### src/rtl/arf_sched_pkg.sv
// Shared constants and datapath types for the ARF operator schedulers.
// Default sizing of the shared multiplier and its requester pool.
package arf_sched_pkg;

    localparam int N     = 4;
    localparam int W     = 16;
    localparam int LAT   = 2;
    localparam int TRUNC = 4;
    localparam int IDW   = $clog2(N);

    typedef logic [W-1:0]   operand_t;
    typedef logic [2*W-1:0] product_t;
    typedef logic [IDW-1:0] id_t;

endpackage

### src/rtl/rr_arbiter.sv
// Round-robin arbiter: one-hot grant to the first request at or after the
// rotating pointer; the pointer moves past the winner whenever a grant is made.
module rr_arbiter #(
    parameter int N = 4,
    localparam int IDW = $clog2(N)
) (
    input  logic           clk,
    input  logic           rst_n,
    input  logic [N-1:0]   req,
    output logic [N-1:0]   grant,
    output logic [IDW-1:0] grant_idx
);

    logic [IDW-1:0] ptr;
    logic [IDW:0]   slot;
    logic           found;

    // NOTE: every output of this block gets a default first, so no path leaves
    // a value unassigned and no latch is inferred.
    always_comb begin
        grant     = '0;
        grant_idx = '0;
        found     = 1'b0;
        slot      = '0;
        for (int k = 0; k < N; k++) begin
            // NOTE: blocking assignments here are deliberate; slot and found are
            // scratch values reused within the same evaluation of the loop.
            slot = {1'b0, ptr} + (IDW+1)'(k);
            if (slot >= (IDW+1)'(N)) begin
                slot = slot - (IDW+1)'(N);
            end
            if (!found && req[slot[IDW-1:0]]) begin
                found                  = 1'b1;
                grant[slot[IDW-1:0]]   = 1'b1;
                grant_idx              = slot[IDW-1:0];
            end
        end
    end

    // A grant is always a transfer, since ready is the grant itself.
    always_ff @(posedge clk or negedge rst_n) begin
        if (!rst_n) begin
            ptr <= '0;
        end else if (found) begin
            ptr <= (grant_idx == IDW'(N-1)) ? '0 : grant_idx + 1'b1;
        end
    end

endmodule

### src/rtl/arf_mul_sched.sv
// Shares one pipelined W x W multiplier among N requesters: round-robin issue,
// optional operand truncation per requester, ID-tagged fixed-latency results.
module arf_mul_sched
    import arf_sched_pkg::*;
#(
    parameter int N     = arf_sched_pkg::N,
    parameter int W     = arf_sched_pkg::W,
    parameter int LAT   = arf_sched_pkg::LAT,
    parameter int TRUNC = arf_sched_pkg::TRUNC,
    localparam int IDW  = $clog2(N)
) (
    input  logic             clk,
    input  logic             rst_n,
    input  logic [N-1:0]     req_valid,
    output logic [N-1:0]     req_ready,
    input  logic [N*W-1:0]   req_a,
    input  logic [N*W-1:0]   req_b,
    input  logic [N-1:0]     req_approx,
    output logic             res_valid,
    output logic [IDW-1:0]   res_id,
    output logic [2*W-1:0]   res_data,
    output logic [15:0]      issue_cnt
);

    localparam logic [W-1:0] TRUNC_MASK = {W{1'b1}} << TRUNC;

    logic [N-1:0]   grant;
    logic [IDW-1:0] grant_idx;
    logic           fire;
    logic [W-1:0]   op_a;
    logic [W-1:0]   op_b;
    logic [2*W-1:0] prod;

    rr_arbiter #(.N(N)) u_arb (
        .clk       (clk),
        .rst_n     (rst_n),
        .req       (req_valid),
        .grant     (grant),
        .grant_idx (grant_idx)
    );

    assign req_ready = grant;
    assign fire      = |grant;

    always_comb begin
        op_a = req_a[grant_idx*W +: W];
        op_b = req_b[grant_idx*W +: W];
        if (req_approx[grant_idx]) begin
            op_a = op_a & TRUNC_MASK;
            op_b = op_b & TRUNC_MASK;
        end
        prod = {{W{1'b0}}, op_a} * {{W{1'b0}}, op_b};
    end

    logic [LAT-1:0] pipe_valid;
    logic [IDW-1:0] pipe_id   [LAT];
    logic [2*W-1:0] pipe_data [LAT];

    // NOTE: the id/data stages are reset as well because their reset value is
    // visible on res_id/res_data; stages otherwise only load behind a valid.
    always_ff @(posedge clk or negedge rst_n) begin
        if (!rst_n) begin
            pipe_valid <= '0;
            for (int s = 0; s < LAT; s++) begin
                pipe_id[s]   <= '0;
                pipe_data[s] <= '0;
            end
        end else begin
            pipe_valid[0] <= fire;
            if (fire) begin
                pipe_id[0]   <= grant_idx;
                pipe_data[0] <= prod;
            end
            for (int s = 1; s < LAT; s++) begin
                pipe_valid[s] <= pipe_valid[s-1];
                if (pipe_valid[s-1]) begin
                    pipe_id[s]   <= pipe_id[s-1];
                    pipe_data[s] <= pipe_data[s-1];
                end
            end
        end
    end

    assign res_valid = pipe_valid[LAT-1];
    assign res_id    = pipe_id[LAT-1];
    assign res_data  = pipe_data[LAT-1];

    always_ff @(posedge clk or negedge rst_n) begin
        if (!rst_n) begin
            issue_cnt <= '0;
        end else if (fire) begin
            issue_cnt <= issue_cnt + 16'd1;
        end
    end

endmodule
### config.mk
export PLATFORM = sky130hd
export DESIGN_NAME = arf_mul_sched
export DESIGN_NICKNAME = d
export VERILOG_FILES = /design/src/rtl/arf_sched_pkg.sv /design/src/rtl/rr_arbiter.sv /design/src/rtl/arf_mul_sched.sv
export SDC_FILE = /design/constraint.sdc
export NUM_CORES = 1
export LEC_CHECK = 0
export BUFFER_PORTS_ARGS = -buffer_cell sky130_fd_sc_hd__buf_2
export CORE_ASPECT_RATIO = 1.25
export CORE_UTILIZATION = 32
export DETAILED_ROUTE_END_ITERATION = 6
export GPL_TIMING_DRIVEN = 0
export REMOVE_ABC_BUFFERS = 1
export SLEW_MARGIN = 0
export SYNTH_ARGS = -nofsm -noshare
export SYNTH_HDL_FRONTEND = slang
export SYNTH_HIERARCHICAL = 1
export SYNTH_SLANG_ARGS = --single-unit
export TNS_END_PERCENT = 1
### constraint.sdc
create_clock -name clk -period 9.85 [get_ports clk]
set_clock_uncertainty 0.05 [all_clocks]
set_input_delay 0.4925 -clock clk [delete_from_list [all_inputs] [get_ports clk]]
set_output_delay 0.4925 -clock clk [all_outputs]
set_load 0.01 [all_outputs]
Yosys cells after proc, flatten, opt, wreduce, memory -nomap -nowiden
Index checks and enable logic that the tools add are counted.
Storage, ports and cells
  input port bits: 138
  bits in registers: 88
  word-level logic and storage cells: 84
  output and inout port bits: 55
Operators by class
  magnitude comparators: 13
  $mul: 1
  shift-type cells: 2
  add/subtract/negate cells: 9
  bitwise operators: 3
  multiplexer cells: 37
  equal/unequal tests: 1
  reduce and logical (&&, ||, !) cells: 11
Operator list (number)
  $shiftx 64x7->16: 2
  $mul 16x16->32: 1
  $mux 4: 6
  $mux 2: 9
  $add 16x1->16 const B: 1
  $lt 2x3->1 const B: 5
  $mux 1: 13
  $or 4x4->4: 3
  $bmux 1 s2: 5
  $ge 3x3->1 const B: 3
  $demux 1 s2: 4
  $ge 2x1->1 const B: 4
  $sub 2x1->2 const B: 4
  $logic_and 1x1->1: 7
  $add 2x2->3 const B: 2
  $reduce_or 4->1: 1
  $add 2x1->3 const B: 1
  $ge 2x3->1 const B: 1
  $logic_not 1->1: 3
  $add 2x1->2 const B: 1
  $eq 2x2->1 const B: 1

Longest topological paths before layout
Gate-level depths: netlist of the first run.
  depth after elaboration: 18
  gate-level depth with buffers: 35
  mapped depth without buffers: 31

Cells and area by module
Netlist of the first run, hierarchy kept.
Modules (own cells, without submodules)
  arf_mul_sched: area each 12957.4 µm², times used 1, cells an instance 1390
  rr_arbiter: area each 558.0 µm², times used 1, cells an instance 66

Worst setup path after synthesis of the first run
Ideal clock, no wire load.
  kind: reg2reg
  from: reg with a tool-made name
  to: reg pipe_data[63] (netlist name)
  cell stages (with the launch flop): 32
  slack: 1465 ps
  buffers on the path: 4
  data arrival time: 8202 ps
  required time: 9667 ps
  setup time: 133 ps
  cells stage by stage: dfrtp_1 buf_6 inv_1 ha_1 nor2_1 nand2_1 o311ai_2 o21a_2 buf_2 buf_2 mux2_2 o21ai_1 buf_2 nor2_1 fa_1 inv_1 fa_1 fa_1 fa_1 inv_1 fa_1 inv_1 fa_1 inv_1 ha_1 a21o_1 a31o_1 a221o_1 a21oi_4 o21ai_4 a2111oi_4 a211oi_2
RTL lines
  to (signal, indexed assignment): line arf_mul_sched.sv:78  | pipe_data[s] <= pipe_data[s-1];
  to (decl): line arf_mul_sched.sv:57  | logic [2*W-1:0] pipe_data [LAT];

Worst setup path in the final report of the first run
  from: reg u_arb.ptr[1]
  to: reg pipe_data[60] (netlist name)
On the way
  word-level cells in the longest chain between the ends: 18
  elaborated cells on any way between the ends: 71
  classes of those cells: 7 x add/sub; 1 x mul; 12 x order compare; 2 x shift; 35 x mux; 3 x bitwise; 11 x reduce/logical
RTL lines
  from (decl): line rr_arbiter.sv:14  | logic [IDW-1:0] ptr;
  from (signal assigned): line rr_arbiter.sv:45  | ptr <= (grant_idx == IDW'(N-1)) ? '0 : grant_idx + 1'b1;
  branches (longest 13 deep; another with $add 2x1->3)
  $mux 2 (*): line rr_arbiter.sv:32  | if (!found && req[slot[IDW-1:0]]) begin
  net grant_idx[1]: line arf_mul_sched.sv:28  | logic [IDW-1:0] grant_idx;
  branches (longest 3 deep; another with $shiftx 64x7->16)
  $mul 16x16->32 (*): line arf_mul_sched.sv:52  | prod = {{W{1'b0}}, op_a} * {{W{1'b0}}, op_b};
Mark *: on every way through the listed nets, which the timed path passes. The select of a mux whose other input is x is not followed.
A chain may end at the register's enable or synchronous reset.

==> metrics.cfg, run 1 <==
[status]
status=finished clean

[cells_and_area]
multi_input_area_sq_um=9980
fin_area_sq_um=15200
drive_gt1_share_pct=20.2
diodes=0
syn2layout_area_growth_pct=12.5
nets=2013
regArea_sq_um=2200
fillerInstances=4310

[synthesis]
yosysMostFrequentCell=inv_1
synth_seq_cells=88
synth_area_leaders=fa_1 29%, dfrtp_1 16%, ha_1 10%
synthArstFlopShare_pct=100
syn_inst=1456
yosys_warnings=6
synthFlopType=dfrtp_1
synth_edf_count=0
syn-cell-area_sq_um=13500
synth_top_area_share_pct=28.7
synthTopCellsByCount=241 x inv_1, 208 x nand2_1, 194 x fa_1
ys_seq_area_share_pct=16.3
syn_area_per_cell_sq_um=9.28
yosys.cell_types.count=65
yosys.area.top_type=fa_1

[setup_path]
worst-setup-path-type=reg -> reg
cp-start-kind=flop
crit_arrival_ns=9.52
critPathSlowestCell=a311oi_2
max_stage_delay_ns=0.64
cp.required_ns=10.05
cpMostUsedCell=fa_1
end_kind=flop
crit_fanout=24

[sta]
rsz0062_at_grt=no
fin_setup_tns_ns=0
finalHoldViolCount=0
max-slew-margin-rel_pct=37.7
slew_viol_final=0
fmax_mhz=107
layout_min_cycle_time_ns=9.32
post-route-period-util_pct=94.6
tightestPinTransition_ns=0.929
final-setup-viol-count=0

[grt]
antenna_found_initial=0
grt_pass1_wl_mm=56.0
gr-total-overflow=0
grt_max_degree=67
grt_pass1_vias=10600
grt_util_all_layers_pct=16.9

[detailed_routing]
drc=0
top_layer_used=met4
firstDrtPassIters=5
dr_wl_met3_microns=905
wl_per_cell_microns=16.4
route.met2.wl_mm=18.5
drt-met1-wl_mm=13.9
routed_wl_mm=34.9
drtIter0Drc=448
vias=10400
ant_nets=0
post_drt_via_cell_ratio=4.87

[place]
port_buffers=192
routabilityCongestion=0.839
postPlaceCellArea_sq_um=14700
hpwl_mm=27.6

[clock_network]
insertion_delay_ns=0.36
cts_buffer_depth=2
cts_buffers=9
cts_tree=yes
postCtsSetupRepairBufs=0
clkSlewWorstSetupHoldPaths_ns=0.07
cts-root-buf=clkbuf_16
h-tree-depth=3
clock-sinks=88

[worst_hold_path]
hold_path_class=reg -> reg

[floorplanning]
rows=83
num_io_pins=193
die_area_sq_um=43100
floorplan.initialDensity_pct=32.7
core_sq_um=41300
die_y_microns=232
die_x_microns=186

[flow_run]
drv_cap=0

==> registers in the layout (all words and copies together), names as in the netlist, named ones only <==
signal      flops
res_data       32
pipe_valid      2
u_arb/ptr       1
pipe_id         2
pipe_data      32
issue_cnt      16
res_id          2
==> cell type report <==
class                   count  area share [%]
clock inverters             6           0.642
clock buffers              10            1.57
flip-flops and latches     88            14.5
multi-input cells        1030            65.7
repair buffers            199            7.10
well taps                 552            4.54
inverters                 242            5.98
==> metrics by stage <==
| step | hold slack, ns | utilization, % | cells | setup slack (ns) |
|---|---|---|---|---|
| 6_report | 0.417 | 36.8 | 2127 | 0.531 |
| 5_1_grt | 0.446 | 36.8 | 2127 | 0.119 |
| 4_1_cts | 0.422 | 36.7 | 2127 | 0.115 |
| 3_5_place_dp | 0.373 | 35.7 | 2109 | -0.917 |
| 3_3_place_gp | 0.397 | 35.4 | 2103 | -4.46 |
| 2_1_floorplan | 0.147 | - | 1359 | -1.13 |
==> layer usage <==
layer	global-route usage, %	vias to the layer above
li1	-	4799
met1	20.0	5302
met2	30.3	210
met3	1.43	58
met4	8.12	0
met5	0	-
==> worst max-delay path, delay by kind of cell (launching register included) <==
kind	cells	cell delay (ns)
adders and majority gates	8	3.87
muxes	1	0.56
buffers and inverters	4	0.30
DFF	1	0.63
AOI/OAI and AO/OA	7	2.71
and+or+nand+nor	5	1.02
==> placed cells by master, fill, tap and decap left out, types with 5 or more instances in the layout <==
cell type	instances
o21a_1	13
mux4_2	21
o21ai_0	23
mux2i_1	20
nor3_1	7
o21ai_1	7
a21oi_1	43
nand2b_1	12
and3_1	5
and2_1	42
nor2_1	109
buf_2	191
a22oi_1	8
xor2_1	13
ha_1	111
a21o_1	10
nand4_1	11
xnor2_1	31
inv_1	241
nand2_1	208
dfrtp_1	86
mux2_2	50
nand3_1	12
nor2b_1	9
clkbuf_16	9
fa_1	194
==> cell families (layout without fill, tap and decap cells) <==
family | after synthesis | after routing | share of synthesized area (%)
buffers and inverters | 339 | 457 | 10.8
adder cells (fa/ha/maj) | 305 | 305 | 39.0
AO/OA/AOI/OAI | 149 | 150 | 7.31
XOR/XNOR | 44 | 44 | 2.85
AND/OR/NAND/NOR | 440 | 440 | 14.6
multiplexers | 91 | 91 | 9.15
flip-flops | 88 | 88 | 16.3
==> what timing repair did <==
action	4_1_cts	5_1_grt
endpoints found under the setup margin	19	14
endpoints found under the hold margin	22	0
hold buffers	1	0
pin swaps	1	0
resized for setup	12	14
gates cloned	1	0
==> final timing paths <==
kind                                                start                   endpoint  slack, ns  depth (start not counted)
worst max-delay path             u_arb/ptr[1]$_DFFE_PN0P_  pipe_data[60]$_DFFE_PN0P_       0.53                         25
worst min-delay path            pipe_data[36]$_DFFE_PN0P_  pipe_data[36]$_DFFE_PN0P_       0.42                          2
worst max register to register   u_arb/ptr[1]$_DFFE_PN0P_  pipe_data[60]$_DFFE_PN0P_       0.53                         25
worst min register to register  pipe_data[36]$_DFFE_PN0P_  pipe_data[36]$_DFFE_PN0P_       0.42                          2
max in group asynchronous                           rst_n    pipe_valid[0]$_DFF_PN0_       8.55                          3
min in group asynchronous                           rst_n    res_data[4]$_DFFE_PN0P_       0.53                          2
Power of run 1 is left out: the tool's default activity adds up to more than one toggle a clock period on the data nets, which glitch-free logic cannot reach.
==> inputs of run 2 (changes only) <==
--- a/config.mk
+++ b/config.mk
@@ -5,11 +5,12 @@
 export SDC_FILE = /design/constraint.sdc
 export NUM_CORES = 1
 export LEC_CHECK = 0
-export BUFFER_PORTS_ARGS = -buffer_cell sky130_fd_sc_hd__buf_2
+export BUFFER_PORTS_ARGS = -buffer_cell sky130_fd_sc_hd__clkbuf_2
 export CORE_ASPECT_RATIO = 1.25
 export CORE_UTILIZATION = 32
 export DETAILED_ROUTE_END_ITERATION = 6
 export GPL_TIMING_DRIVEN = 0
+export RECOVER_POWER = 50
 export REMOVE_ABC_BUFFERS = 1
 export SLEW_MARGIN = 0
 export SYNTH_ARGS = -nofsm -noshare
==> run 2 against run 1 <==
Largest cell class unchanged. The run now ends with max-capacitance violations, max-slew violations left. Critical path depth increased by 1. First-iteration DRC count increased by 15%. Highest routed layer unchanged. Utilization decreased by 0.28 points. Worst hold slack got worse by 0.0088 ns.
==> metrics.cfg, run 2 (same netlist as run 1, synthesis figures left out) <==
[cells_and_area]
final_common_cell=inv_1
final_cell_mix=241 x inv_1, 208 x nand2_1, 194 x fa_1, 165 x clkbuf_2, 111 x ha_1
nets=2012  ; -0.050%
syn2layout_area_growth_pct=11.6
fillerInstances=4314  ; +0.093%
drive_gt1_share_pct=18.3  ; -1.9 points
diodes=0  ; unchanged
final_core_util_pct=36.5  ; -0.28 points

[setup_path]
crit_fanout=24  ; unchanged
crit_cells=26  ; +4.0%
r2r_setup_slack_ns=0.54  ; about the same
crit_buf_inv=4  ; unchanged
cp-start-kind=flop
worst-setup-path-type=reg -> reg
critPathTopFamily=adder cells
reg2reg_depth=26  ; +4.0%
startpoint=u_arb/ptr[1]$_DFFE_PN0P_
crit_arrival_ns=9.51  ; about the same
reg2reg_from=u_arb/ptr[1]$_DFFE_PN0P_
cpMostUsedCell=fa_1
cp.required_ns=10.05  ; about the same
max_stage_delay_ns=0.63  ; about the same
critical_path.endpoint=pipe_data[60]$_DFFE_PN0P_
end_kind=flop
r2r_end=pipe_data[60]$_DFFE_PN0P_
critPathSlowestCell=dfrtp_1

[grt]
grt_pass1_wl_mm=55.4  ; -1.0%
use_met1_pct=19.6  ; -0.45 points
grt_pass1_vias=10800  ; +1.2%
grt_use_met2_pct=30.2  ; -0.14 points
gr-total-overflow=0  ; unchanged
antenna_found_initial=0  ; unchanged
grt_util_all_layers_pct=16.6  ; -0.23 points
grt_max_degree=63  ; -6.0%
gr-usage-met3_pct=1.46  ; +0.031 points
globalRoute.busiestLayer=met2

[place]
port_buffers=192  ; unchanged
routabilityCongestion=0.849  ; +1.2%
hpwl_mm=27.9  ; +0.95%

[floorplanning]
core_sq_um=41300  ; unchanged
floorplan.initialDensity_pct=32.7  ; unchanged
die_area_sq_um=43100  ; unchanged
die_y_microns=232  ; unchanged
die_x_microns=186  ; unchanged
num_io_pins=193  ; unchanged
rows=83  ; unchanged

[clock_network]
h-tree-depth=3  ; unchanged
ctsHoldBuffers=0  ; -1
cts-root-buf=clkbuf_16
clkSlewWorstSetupHoldPaths_ns=0.08  ; about the same
cts_buffer_depth=2  ; unchanged
postCtsSetupRepairBufs=0  ; unchanged
insertion_delay_ns=0.36  ; about the same
cts_buffers=9  ; unchanged
clock-sinks=88  ; unchanged
cts_tree=yes

[detailed_routing]
post_drt_via_cell_ratio=4.86  ; -0.31%
firstDrtPassIters=5  ; unchanged
drc=0  ; unchanged
ant_nets=0  ; unchanged
routed_wl_mm=34.8  ; -0.39%
wl_per_cell_microns=16.3  ; -0.35%
drtIter0Drc=513  ; +15%
vias=10300  ; -0.36%

[sta]
final-setup-viol-count=0  ; unchanged
tightestPinTransition_ns=3.27  ; +2.34 ns
slew_viol_final=99  ; +99
max-slew-margin-rel_pct=-118  ; -160 points
post-route-period-util_pct=94.5  ; -0.11 points
fmax_mhz=107  ; +0.11%
layout_min_cycle_time_ns=9.31  ; -0.0106 ns
finalHoldViolCount=0  ; unchanged
rsz0062_at_grt=no

[status]
violations=max-capacitance violations, max-slew violations
status=complete, but fails checks

[worst_hold_path]
hold_path_class=in -> async

[flow_run]
drv_cap=2  ; +2

## run 2: final cells by class
type	instances	area (sq um)	share of cell area (%)
Inverter	242	908	6.02
Timing Repair Buffer	198	1010	6.69
Clock buffer	9	225	1.49
Clock inverter	7	70.1	0.465
Multi-Input combinational cell	1030	9980	66.1
Sequential cell	88	2200	14.6
Tap cell	552	691	4.58
## run 2: stage by stage
stage | hold slack (ns) | instances | area, sq um | setup TNS, ns | worst slack [ns]
after floorplan | 0.147 | 1359 | 13000 | -17.88 | -1.13
after global placement | 0.399 | 2103 | 14600 | -98.26 | -4.47
after detailed placement | 0.404 | 2109 | 14700 | -10.25 | -0.862
after CTS | 0.0385 | 2126 | 15100 | 0 | 0.0605
after global routing | 0.455 | 2126 | 15100 | 0 | 0.0736
final | 0.408 | 2126 | 15100 | 0 | 0.542
## run 2: worst min path at each step
stage | depth (start not counted) | startpoint | slack (ns) | to
finish | 1 | rst_n | 0.41 | res_data[1]$_DFFE_PN0P_
global route | 2 | pipe_data[52]$_DFFE_PN0P_ | 0.45 | pipe_data[52]$_DFFE_PN0P_
CTS | 1 | rst_n | 0.04 | res_data[3]$_DFFE_PN0P_
detailed placement | 2 | pipe_id[3]$_DFFE_PN0P_ | 0.40 | pipe_id[3]$_DFFE_PN0P_
global placement | 2 | pipe_id[3]$_DFFE_PN0P_ | 0.40 | pipe_id[3]$_DFFE_PN0P_
floorplan | 0 | rst_n | 0.15 | issue_cnt[0]$_DFFE_PN0P_
## run 2: repair_timing
item	4_1_cts	5_1_grt
gates resized for setup	11	13
gates cloned	1	0
pin swaps	1	0
setup endpoints to repair	19	12
## run 2: metal layers
layer	up-vias	wire, microns
met3	51	1060
met4	0	1420
met1	5257	13700
met5	-	0
met2	219	18600
li1	4805	-
Power of run 2 is left out for the same reason.
==> inputs of run 3 (changes only) <==
==> constraint.sdc (replaced) <==
create_clock -name clk -period 9.85 [get_ports clk]
set_clock_uncertainty 0.05 [all_clocks]
set_input_delay 0.985 -clock clk [delete_from_list [all_inputs] [get_ports clk]]
set_output_delay 0.985 -clock clk [all_outputs]
set_load 0.01 [all_outputs]
==> run 3 against run 2 <==
Non-clock buffer count is the same. Register-to-register slack is essentially flat. Largest cell class unchanged. Critical path depth is the same. The flow still finishes with violations (max-capacitance violations, max-slew violations). Critical path type unchanged.
==> metrics.cfg, run 3 (same netlist as run 1, synthesis figures left out) <==
[status]
status=complete, but fails checks
violations=max-capacitance violations, max-slew violations

[setup_path]
crit_buf_inv=4  ; unchanged
cp.required_ns=10.05  ; about the same
crit_fanout=24  ; unchanged
end_kind=flop
critPathSlowestCell=dfrtp_1
crit_arrival_ns=9.51  ; about the same
max_stage_delay_ns=0.63  ; about the same
cp-start-kind=flop
worst-setup-path-type=reg -> reg
critPathTopFamily=adder cells
cpMostUsedCell=fa_1

[floorplanning]
core_sq_um=41300  ; unchanged
die_y_microns=232  ; unchanged
num_io_pins=193  ; unchanged
floorplan.initialDensity_pct=32.7  ; unchanged
rows=83  ; unchanged
die_x_microns=186  ; unchanged
die_area_sq_um=43100  ; unchanged

[detailed_routing]
drc=0  ; unchanged
drtIter0Drc=470  ; -8.4%
routed_wl_mm=34.7  ; -0.14%
vias=10300  ; -0.039%
ant_nets=0  ; unchanged
post_drt_via_cell_ratio=4.86  ; about the same
firstDrtPassIters=7  ; +2
wl_per_cell_microns=16.3  ; -0.14%

[grt]
grt_pass1_vias=10800  ; unchanged
antenna_found_initial=0  ; unchanged
grt_util_all_layers_pct=16.6  ; unchanged
gr-total-overflow=0  ; unchanged
grt_max_degree=63  ; unchanged
grt_pass1_wl_mm=55.4  ; unchanged

[cells_and_area]
syn2layout_area_growth_pct=11.8
fin_area_sq_um=15100  ; +0.22%
diodes=0  ; unchanged
drive_gt1_share_pct=19.9  ; +1.7 points
final_common_cell=inv_1
final_cell_mix=241 x inv_1, 208 x nand2_1, 194 x fa_1, 191 x clkbuf_2, 111 x ha_1
nets=2012  ; unchanged
fillerInstances=4299  ; -0.35%

[clock_network]
cts_buffers=9  ; unchanged
cts_tree=yes
cts_buffer_depth=2  ; unchanged
h-tree-depth=3  ; unchanged
clkSlewWorstSetupHoldPaths_ns=0.07  ; about the same
ctsHoldBuffers=0  ; unchanged
clock-sinks=88  ; unchanged
insertion_delay_ns=0.36  ; about the same
cts-root-buf=clkbuf_16

[sta]
post-route-period-util_pct=94.5  ; about the same
fmax_mhz=107  ; about the same
fin_setup_tns_ns=0  ; unchanged
slew_viol_final=99  ; unchanged
whs_ns=0.417  ; +0.00847 ns
final-setup-viol-count=0  ; unchanged
finalHoldViolCount=0  ; unchanged
setup_slack_ns=0.538  ; -0.00392 ns
max-slew-margin-rel_pct=-118  ; -0.52 points
tightestPinTransition_ns=3.28  ; +0.00775 ns
layout_min_cycle_time_ns=9.31  ; +0.00392 ns
rsz0062_at_grt=no

[place]
hpwl_mm=27.9  ; unchanged
routabilityCongestion=0.849  ; unchanged
postPlaceCellArea_sq_um=14700  ; unchanged
port_buffers=192  ; unchanged
dp_slack_ns=-0.862  ; unchanged

[flow_run]
drv_cap=2  ; unchanged

[worst_hold_path]
hold_path_class=reg -> reg

==> run 3: cell counts in the layout (fill, tap and decap cells not counted) <==
No cell type changed its count.
==> run 3: worst reg2reg max path, stage by stage (launching register included) <==
cell and delay (ns):
dfrtp_1 0.63, inv_1 0.15, ha_1 0.41, nor2_1 0.18, nand2_1 0.11, o311ai_4 0.53
o21a_4 0.46, mux4_2 0.61, nor2b_4 0.46, nand2_1 0.16, fa_1 0.57, fa_1 0.44
fa_1 0.49, fa_1 0.49, inv_1 0.05, fa_1 0.54, inv_1 0.06, fa_1 0.52
inv_1 0.04, ha_1 0.38, and3_4 0.23, nand4_1 0.09, a21oi_1 0.55, o21ai_0 0.28
a31oi_1 0.36, nor3_1 0.09, a221o_1 0.26
==> run 3: layout make-up <==
type	count	area, sq um	area share [%]
Clock buffer	9	225	1.49
Timing Repair Buffer	198	1040	6.89
Clock inverter	7	70.1	0.464
Multi-Input combinational cell	1030	9980	66.0
Tap cell	552	691	4.57
Inverter	242	908	6.01
Sequential cell	88	2200	14.6
==> run 3: path summary, 6_finish.rpt <==
| path | cells after the start | slack [ns] | to | startpoint |
|---|---|---|---|---|
| worst max-delay path | 26 | 0.54 | pipe_data[60]$_DFFE_PN0P_ | u_arb/ptr[1]$_DFFE_PN0P_ |
| worst min-delay path | 2 | 0.42 | pipe_data[36]$_DFFE_PN0P_ | pipe_data[36]$_DFFE_PN0P_ |
| worst max register to register | 26 | 0.54 | pipe_data[60]$_DFFE_PN0P_ | u_arb/ptr[1]$_DFFE_PN0P_ |
| worst min register to register | 2 | 0.42 | pipe_data[36]$_DFFE_PN0P_ | pipe_data[36]$_DFFE_PN0P_ |
| max in group asynchronous | 2 | 4.83 | async pin | rst_n |
| min in group asynchronous | 1 | 0.90 | res_data[1]$_DFFE_PN0P_ | rst_n |
==> run 3: stage by stage <==
step                std cells  util [%]
CTS                      2126      36.5
global placement         2103      35.4
finish                   2126      36.6
global route             2126      36.6
detailed placement       2109      35.7
floorplan                1359         -
==> run 3: routing by layer <==
| metal | vias up | global-route usage [%] | routed length [microns] |
|---|---|---|---|
| li1 | 4811 | - | - |
| met1 | 5240 | 19.6 | 13800 |
| met2 | 226 | 30.2 | 18600 |
| met3 | 51 | 1.46 | 967 |
| met4 | 0 | 7.81 | 1420 |
| met5 | - | 0 | 0 |
==> run 3: timing repair <==
item                                    CTS  global route
gates cloned                              1             0
gates resized for setup                  11            13
pin swaps                                 1             0
endpoints found under the setup margin   19            12
buffers inserted                          0             0
Power of run 3 is left out for the same reason.
